### config.mk
export PLATFORM = sky130hd
export DESIGN_NAME = ultrasonic_echo_responder
export DESIGN_NICKNAME = d
export VERILOG_FILES = /design/src/rtl/ultrasonic_echo_responder.sv
export SDC_FILE = /design/constraint.sdc
export NUM_CORES = 1
export LEC_CHECK = 0
export ABC_AREA = 1
export CELL_PAD_IN_SITES_DETAIL_PLACEMENT = 1
export CELL_PAD_IN_SITES_GLOBAL_PLACEMENT = 1
export CORE_ASPECT_RATIO = 0.8
export CORE_UTILIZATION = 50
export DETAILED_ROUTE_END_ITERATION = 12
export GPL_ROUTABILITY_DRIVEN = 0
export MAX_ROUTING_LAYER = met4
export PLACE_DENSITY_LB_ADDON = 0.25
export SYNTH_ARGS = -nofsm -noshare
export SYNTH_HDL_FRONTEND = slang
export SYNTH_SLANG_ARGS = --single-unit
### constraint.sdc
create_clock -name clock -period 5.67 [get_ports clock]
set_clock_uncertainty 0.05 [all_clocks]
set_input_delay 1.134 -clock clock [delete_from_list [all_inputs] [get_ports clock]]
set_output_delay 1.134 -clock clock [all_outputs]
set_load 0.02 [all_outputs]
### src/rtl/ultrasonic_echo_responder.sv
// HC-SR04-style ranging sensor emulator: answers a qualified trigger pulse with
// an echo pulse whose width encodes the latched target distance.
module ultrasonic_echo_responder #(
  parameter int CYCLES_PER_US  = 50,
  parameter int MIN_TRIG_US    = 10,
  parameter int BURST_DELAY_US = 200,
  parameter int US_PER_CM      = 58,
  parameter int MAX_CM         = 400,
  parameter int NO_ECHO_US     = 38000,
  parameter int HOLDOFF_US     = 1000
) (
  input  logic       clock,
  input  logic       reset_n,
  input  logic       trig,
  input  logic [8:0] distance_cm,
  input  logic       target_valid,
  output logic       echo,
  output logic       busy,
  output logic       trig_err
);

  localparam int TRIG_CYC = MIN_TRIG_US * CYCLES_PER_US;
  localparam int TW       = $clog2(TRIG_CYC + 1);
  localparam int PW       = (CYCLES_PER_US > 1) ? $clog2(CYCLES_PER_US) : 1;

  typedef enum logic [2:0] {S_IDLE, S_TRIG, S_BURST, S_ECHO, S_HOLD} state_t;

  state_t          r_state;
  logic            r_trig_m, r_trig_s, r_trig_d;
  logic [PW-1:0]   r_presc;
  logic [15:0]     r_us;
  logic [15:0]     r_nus;
  logic [TW-1:0]   r_wcnt;
  logic            r_echo, r_busy, r_trig_err;

  logic            w_rise, w_tick, w_done;
  logic [15:0]     w_lim, w_dist16, w_dclamp, w_prod, w_nus;

  assign w_rise = r_trig_s & ~r_trig_d;
  assign w_tick = (r_presc == PW'(CYCLES_PER_US - 1));

  always_comb begin
    w_lim = 16'(HOLDOFF_US);
    case (r_state)
      S_BURST: w_lim = 16'(BURST_DELAY_US);
      S_ECHO:  w_lim = r_nus;
      default: w_lim = 16'(HOLDOFF_US);
    endcase
  end

  assign w_done = w_tick && (r_us == w_lim - 16'd1);

  // Distance is only looked at on the cycle the trigger is accepted.
  assign w_dist16 = {7'd0, distance_cm};
  assign w_dclamp = (w_dist16 > 16'(MAX_CM)) ? 16'(MAX_CM) : w_dist16;
  assign w_prod   = w_dclamp * 16'(US_PER_CM);
  assign w_nus    = (!target_valid || distance_cm == 9'd0) ? 16'(NO_ECHO_US) : w_prod;

  always_ff @(posedge clock or negedge reset_n) begin
    if (!reset_n) begin
      r_state    <= S_IDLE;
      r_trig_m   <= 1'b0;
      r_trig_s   <= 1'b0;
      r_trig_d   <= 1'b0;
      r_presc    <= '0;
      r_us       <= '0;
      r_nus      <= '0;
      r_wcnt     <= '0;
      r_echo     <= 1'b0;
      r_busy     <= 1'b0;
      r_trig_err <= 1'b0;
    end else begin
      r_trig_m   <= trig;
      r_trig_s   <= r_trig_m;
      r_trig_d   <= r_trig_s;
      r_trig_err <= 1'b0;
      if (w_tick) begin
        r_presc <= '0;
        r_us    <= r_us + 16'd1;
      end else begin
        r_presc <= r_presc + PW'(1);
      end
      // Every transition below restarts the prescaler and the us counter.
      case (r_state)
        S_IDLE: begin
          if (w_rise) begin
            r_state <= S_TRIG;
            r_busy  <= 1'b1;
            r_wcnt  <= '0;
            r_presc <= '0;
            r_us    <= '0;
          end
        end
        S_TRIG: begin
          if (r_trig_s) begin
            if (r_wcnt != TW'(TRIG_CYC)) r_wcnt <= r_wcnt + TW'(1);
          end else begin
            r_presc <= '0;
            r_us    <= '0;
            // The rising-edge cycle was spent in IDLE, so the count is width-1.
            if (r_wcnt >= TW'(TRIG_CYC - 1)) begin
              r_nus   <= w_nus;
              r_state <= S_BURST;
            end else begin
              r_trig_err <= 1'b1;
              r_busy     <= 1'b0;
              r_state    <= S_IDLE;
            end
          end
        end
        S_BURST: begin
          if (w_done) begin
            r_state <= S_ECHO;
            r_echo  <= 1'b1;
            r_presc <= '0;
            r_us    <= '0;
          end
        end
        S_ECHO: begin
          if (w_done) begin
            r_state <= S_HOLD;
            r_echo  <= 1'b0;
            r_presc <= '0;
            r_us    <= '0;
          end
        end
        S_HOLD: begin
          if (w_done) begin
            r_state <= S_IDLE;
            r_busy  <= 1'b0;
            r_presc <= '0;
            r_us    <= '0;
          end
        end
        default: begin
          r_state <= S_IDLE;
          r_busy  <= 1'b0;
          r_echo  <= 1'b0;
        end
      endcase
    end
  end

  assign echo     = r_echo;
  assign busy     = r_busy;
  assign trig_err = r_trig_err;

endmodule

# Word-level counts from Yosys, hierarchy flattened
# Index checks and enable logic that the tools add are counted.
totals:
  in_bits: 13
  output_inout_bits: 3
  register_bits: 56
classes:
  reduce_logical: 14
  magnitude_cmp: 2
  add_sub_neg: 4
  mul: 1
  mux: 34
  eq_ne: 15
  bitwise: 5
op_table:
  columns: ["cell", "n"]
  rows:
  - ["two-way mux 16 bit", 5]
  - ["case mux 16 bit (3 select lines)", 1]
  - ["two-way mux 9 bit", 4]
  - ["case mux 16 bit (2 select lines)", 1]
  - ["two-way mux 6 bit", 4]
  - ["case mux 6 bit (3 select lines)", 1]
  - ["case mux 9 bit (2 select lines)", 1]
  - ["adder 16 x 1 -> 16 bit (second input constant)", 1]
  - ["equality test 16 bit", 1]
  - ["!= test 2 bit (second input constant)", 8]
  - ["subtractor 16 x 1 -> 16 bit (second input constant)", 1]
  - ["two-way mux 3 bit", 5]
  - ["case mux 3 bit (5 select lines)", 1]
  - ["multiplier 9 x 5 -> 14 bit (second input constant)", 1]
  - ["AND reduction 5 bit", 2]
  - ["adder 9 x 1 -> 9 bit (second input constant)", 1]
  - ["greater-or-equal comparator 9 bit (second input constant)", 1]
  - ["> comparator 9 bit (second input constant)", 1]
  - ["logical NOT 9 bit", 1]
  - ["!= test 9 bit (second input constant)", 1]
  - ["two-way mux 1 bit", 8]
  - ["adder 6 x 1 -> 6 bit (second input constant)", 1]
  - ["equality test 3 x 2 -> 1 bit (second input constant)", 2]
  - ["equality test 6 bit (second input constant)", 1]
  - ["other kinds (16)", 21]

# Logic depth before layout (Yosys ltp)
depth:
  ltp_word: 7
  ltp_mapped: 24

# Least setup slack after synthesis
# Ideal clock, no wire load.
synth_timing:
  path_kind: "input port to flip-flop"
  start: "input distance_cm[1]"
  end: "register r_nus[14]"
  t_arrival_ns: 4.629
  n_path_buf: 0
  setup_slack_ns: 0.868
  stages: 22
  required_time_ns: 5.497
  path_cell_list: "nor4_1 nand2_1 nand2_1 inv_1 nor2_1 inv_1 fa_1 ha_1 inv_1 fa_1 inv_1 ha_1 a21oi_1 o21ai_0 a21oi_1 o21ai_0 a21oi_1 nor2_1 nor2_1 a21oi_1 o21ai_0 nand2_1"
synth_between:
  elab_chain_len: 4
  elab_cells_between_ends: 6
  cone_classes: "mul: 1; order compare: 1; mux: 2; reduce/logical: 2"
synth_lines:
  columns: ["element", "line_no", "source"]
  rows:
  - ["start: declaration", "15", "input logic [8:0] distance_cm,"]
  - ["> comparator 9 bit", "55", "assign w_dclamp = (w_dist16 > 16'(MAX_CM)) ? 16'(MAX_CM) : w_dist16;"]
  - ["two-way mux 9 bit", "55", null]
  - ["multiplier 9 x 5 -> 14 bit", "56", "assign w_prod = w_dclamp * 16'(US_PER_CM);"]
  - ["two-way mux 16 bit *", "57", "assign w_nus = (!target_valid || distance_cm == 9'd0) ? 16'(NO_ECHO_US) : w_prod;"]
  - ["end signal: assignment", "102", "r_nus <= w_nus;"]
  - ["end: declaration", "32", "logic [15:0] r_nus;"]
# Mark *: on every way between the ends. The rest lies on a longest branch, timed or not.
# A chain may end at the register's enable or synchronous reset.

# Final worst setup path
layout_timing:
  start: "input distance_cm[6]"
  end: "register r_nus[11]"
# Same word-level chain as after synthesis.

==> results_dict.tcl <==
set metrics [dict create \
    status "finished, final reports clean" \
    drv_slew 0 \
    fp.coreArea_mm2 0.00904 \
    critPathRequiredTime_ps 5850 \
    hold_class "flip-flop to flip-flop" \
    die_w_um 110 \
    arrival_ps 5400 \
    crit_path_cell_trace "clkdlybuf4s50_1, nor2_1, nand2_1, inv_1, nor3_1, nand2_2, nand2_1, inv_1, fa_1, ha_1, fa_1, ha_1, a21oi_1, o21ai_0, a21oi_1, nor2_1, o21ai_0, nand2_1, a21oi_1, o21ai_1, nand2_1" \
    portBuffers 15 \
    crit_family "adder cells" \
    cts_tree "yes" \
    synth_edf_count 0 \
    overflow 0 \
    yosys.area.top_type "dfrtp_1" \
    synth_most_common_cell "nand2_1" \
    vdd_drop_max_mv 0.179 \
    antenna_left 0 \
    cellPowerDensity_mw_per_mm2 265 \
    finalCritPeriodShare 0.919 \
    ys_types 44 \
    synthTopCellsByArea "dfrtp_1 (30%), nand2_1 (12%), inv_1 (9.7%)" \
    fin_nets 707 \
    first_global_vias 4390 \
    cts.path.max_buffers 2 \
    postSynthAreaPerCell_um2 7.41 \
    insertion_delay_ps 300 \
    fin_cells 763 \
    seq_area_frac_synth 0.297 \
    grt_max_degree 56 \
    cts_root_buffer "clkbuf_16" \
    yosysTopAreaCellShare 0.297 \
    cp-end-kind "flip-flop" \
    htree_levels 2 \
    syn2layout_area_growth_pct 9.78 \
    drc 0 \
    drive_above_1_share 0.0941 \
    rows 31 \
    wl_per_cell_um 16.8 \
    start_util 0.512 \
    drt-total-wl_mm 12.8 \
    leakage_uw 0.00267 \
    crit_type "input pin to flip-flop" \
    slew_headroom 0.478 \
    syn-num-nets 685 \
    fp.dieH_um 88.1 \
    grt.total_usage 0.305 \
    synth_seq_cells 55 \
    min_period_ps 5210 \
    rsz0062_at_grt "no" \
    cp_slowest_cell "fa_1" \
    slowest_delay_ps 510 \
    grt_first_pass_wirelength_mm 21.7 \
    hold_ws_ps 311 \
    fillers 1175 \
    syn_inst 625 \
    syn-cell-area_mm2 0.00463 \
    detail_route.iter0.violations 183 \
    max_cap_viol_count 0 \
    cpMostUsedCell "nand2_1" \
    cp_max_fo 7 \
    dpl.hpwl_mm 10.3 \
    finalSetupTns_ps 0 \
    diodes 0 \
    startpoint_type "input pin" \
    antenna_found_initial 0 \
    dr.pass1.iters 4 \
    worstMarginPinSlew_ps 778 \
    cts_buffers 5 \
    worst-path-buf-inv 3 \
    cts.sinks 55 \
    async_flop_share 1.00 \
    synthFlopType "dfrtp_1" \
    synth_commonest_cells "nand2_1 (152), inv_1 (120), dfrtp_1 (55)" \
    clk_pin_slew_ps 70 \
    cts_hold_buf 0 \
    synth_warnings 0 \
    fin_total_pwr_uw 1350 \
    place_inst 755 \
    hold_viol_final 0 \
    dieArea_mm2 0.00965 \
    pin_count 16 \
    fin_util 0.563 \
    dr_total_vias 4135 \
    routed_via_density 5.42 \
    clock.fmax_mhz 192 \
    setup_viol 0 \
]
metal layers:
layer | wire length [um] | share of wire | track usage | up-vias
met3 | 709 | 0.055 | 0.0484 | 20
met5 | 0 | 0 | - | -
li1 | - | - | - | 2021
met2 | 5630 | 0.44 | 0.473 | 97
met4 | 198 | 0.015 | 0.0812 | 0
met1 | 6280 | 0.49 | 0.413 | 1997
layout by cell type, fill, tap and decap left out, types with 10 or more instances in the layout:
master / count
a21oi_1: 19
clkdlybuf4s50_1: 14
dfrtp_1: 55
fa_1: 13
ha_1: 34
inv_1: 120
nand2_1: 151
nand3_1: 37
nand4_1: 15
nor2_1: 46
nor2_2: 10
nor3_1: 11
o21ai_0: 25
xor2_1: 17
path summary, 6_finish.rpt:
check | start | to | slack (ps) | cells past startpoint
min | r_trig_m$_DFF_PN0_ | r_trig_s$_DFF_PN0_ | 310 | 0
min in group asynchronous | reset_n | r_nus[2]$_DFFE_PN0P_ | 910 | 2
max reg2reg | r_state[0]$_DFFE_PN0P_ | r_us[15]$_DFF_PN0_ | 2230 | 16
max in group asynchronous | reset_n | r_trig_m$_DFF_PN0_ | 4150 | 2
max | distance_cm[6] | r_nus[11]$_DFFE_PN0P_ | 460 | 21
min reg2reg | r_trig_m$_DFF_PN0_ | r_trig_s$_DFF_PN0_ | 310 | 0
power by group:
group | switching [uW] | internal, uW
clock network | 146 | 188
registers | 43.5 | 428
logic | 347 | 194
total | 537 | 810
sequential cells by signal, summed over array words and instances (netlist names):
| name | cells |
|---|---|
| r_trig_m | 1 |
| r_wcnt | 9 |
| busy | 1 |
| r_presc | 6 |
| echo | 1 |
| r_nus | 15 |
| r_trig_s | 1 |
| trig_err | 1 |
| r_us | 16 |
| r_trig_d | 1 |
| r_state | 3 |
area by class of cell:
class                      instances  area (um^2)  area share
clock buffer                       7          153      0.0300
clock inverter                     1         7.51     0.00148
inverter                         125          469      0.0923
multi-input combinational        438         2740       0.538
sequential                        55         1380       0.271
tap                              115          144      0.0283
timing repair buffer              22          198      0.0389
per-stage QoR:
step	worst slack [ps]	area [um^2]
floorplan	868	4630
global placement	85.3	4910
detailed placement	-153	4910
CTS	155	5070
global route	62.1	5080
finish	457	5080
cell families (layout without fill, tap and decap cells):
| family | Yosys count | count (layout) | share of synthesized area |
|---|---|---|---|
| buffers and inverters | 132 | 155 | 0.115 |
| AO/OA/AOI/OAI | 67 | 67 | 0.0862 |
| XOR/XNOR | 23 | 23 | 0.0435 |
| AND/OR/NAND/NOR | 301 | 301 | 0.310 |
| adder cells (fa/ha/maj) | 47 | 47 | 0.148 |
| flip-flops | 55 | 55 | 0.297 |
timing repair:
action | in CTS | in global routing
hold endpoints to repair | 0 | 0
resized for setup | 0 | 5
setup endpoints to repair | 0 | 2
buffers inserted | 0 | 0
No activity file was read; power rests on OpenSTA's default activity.
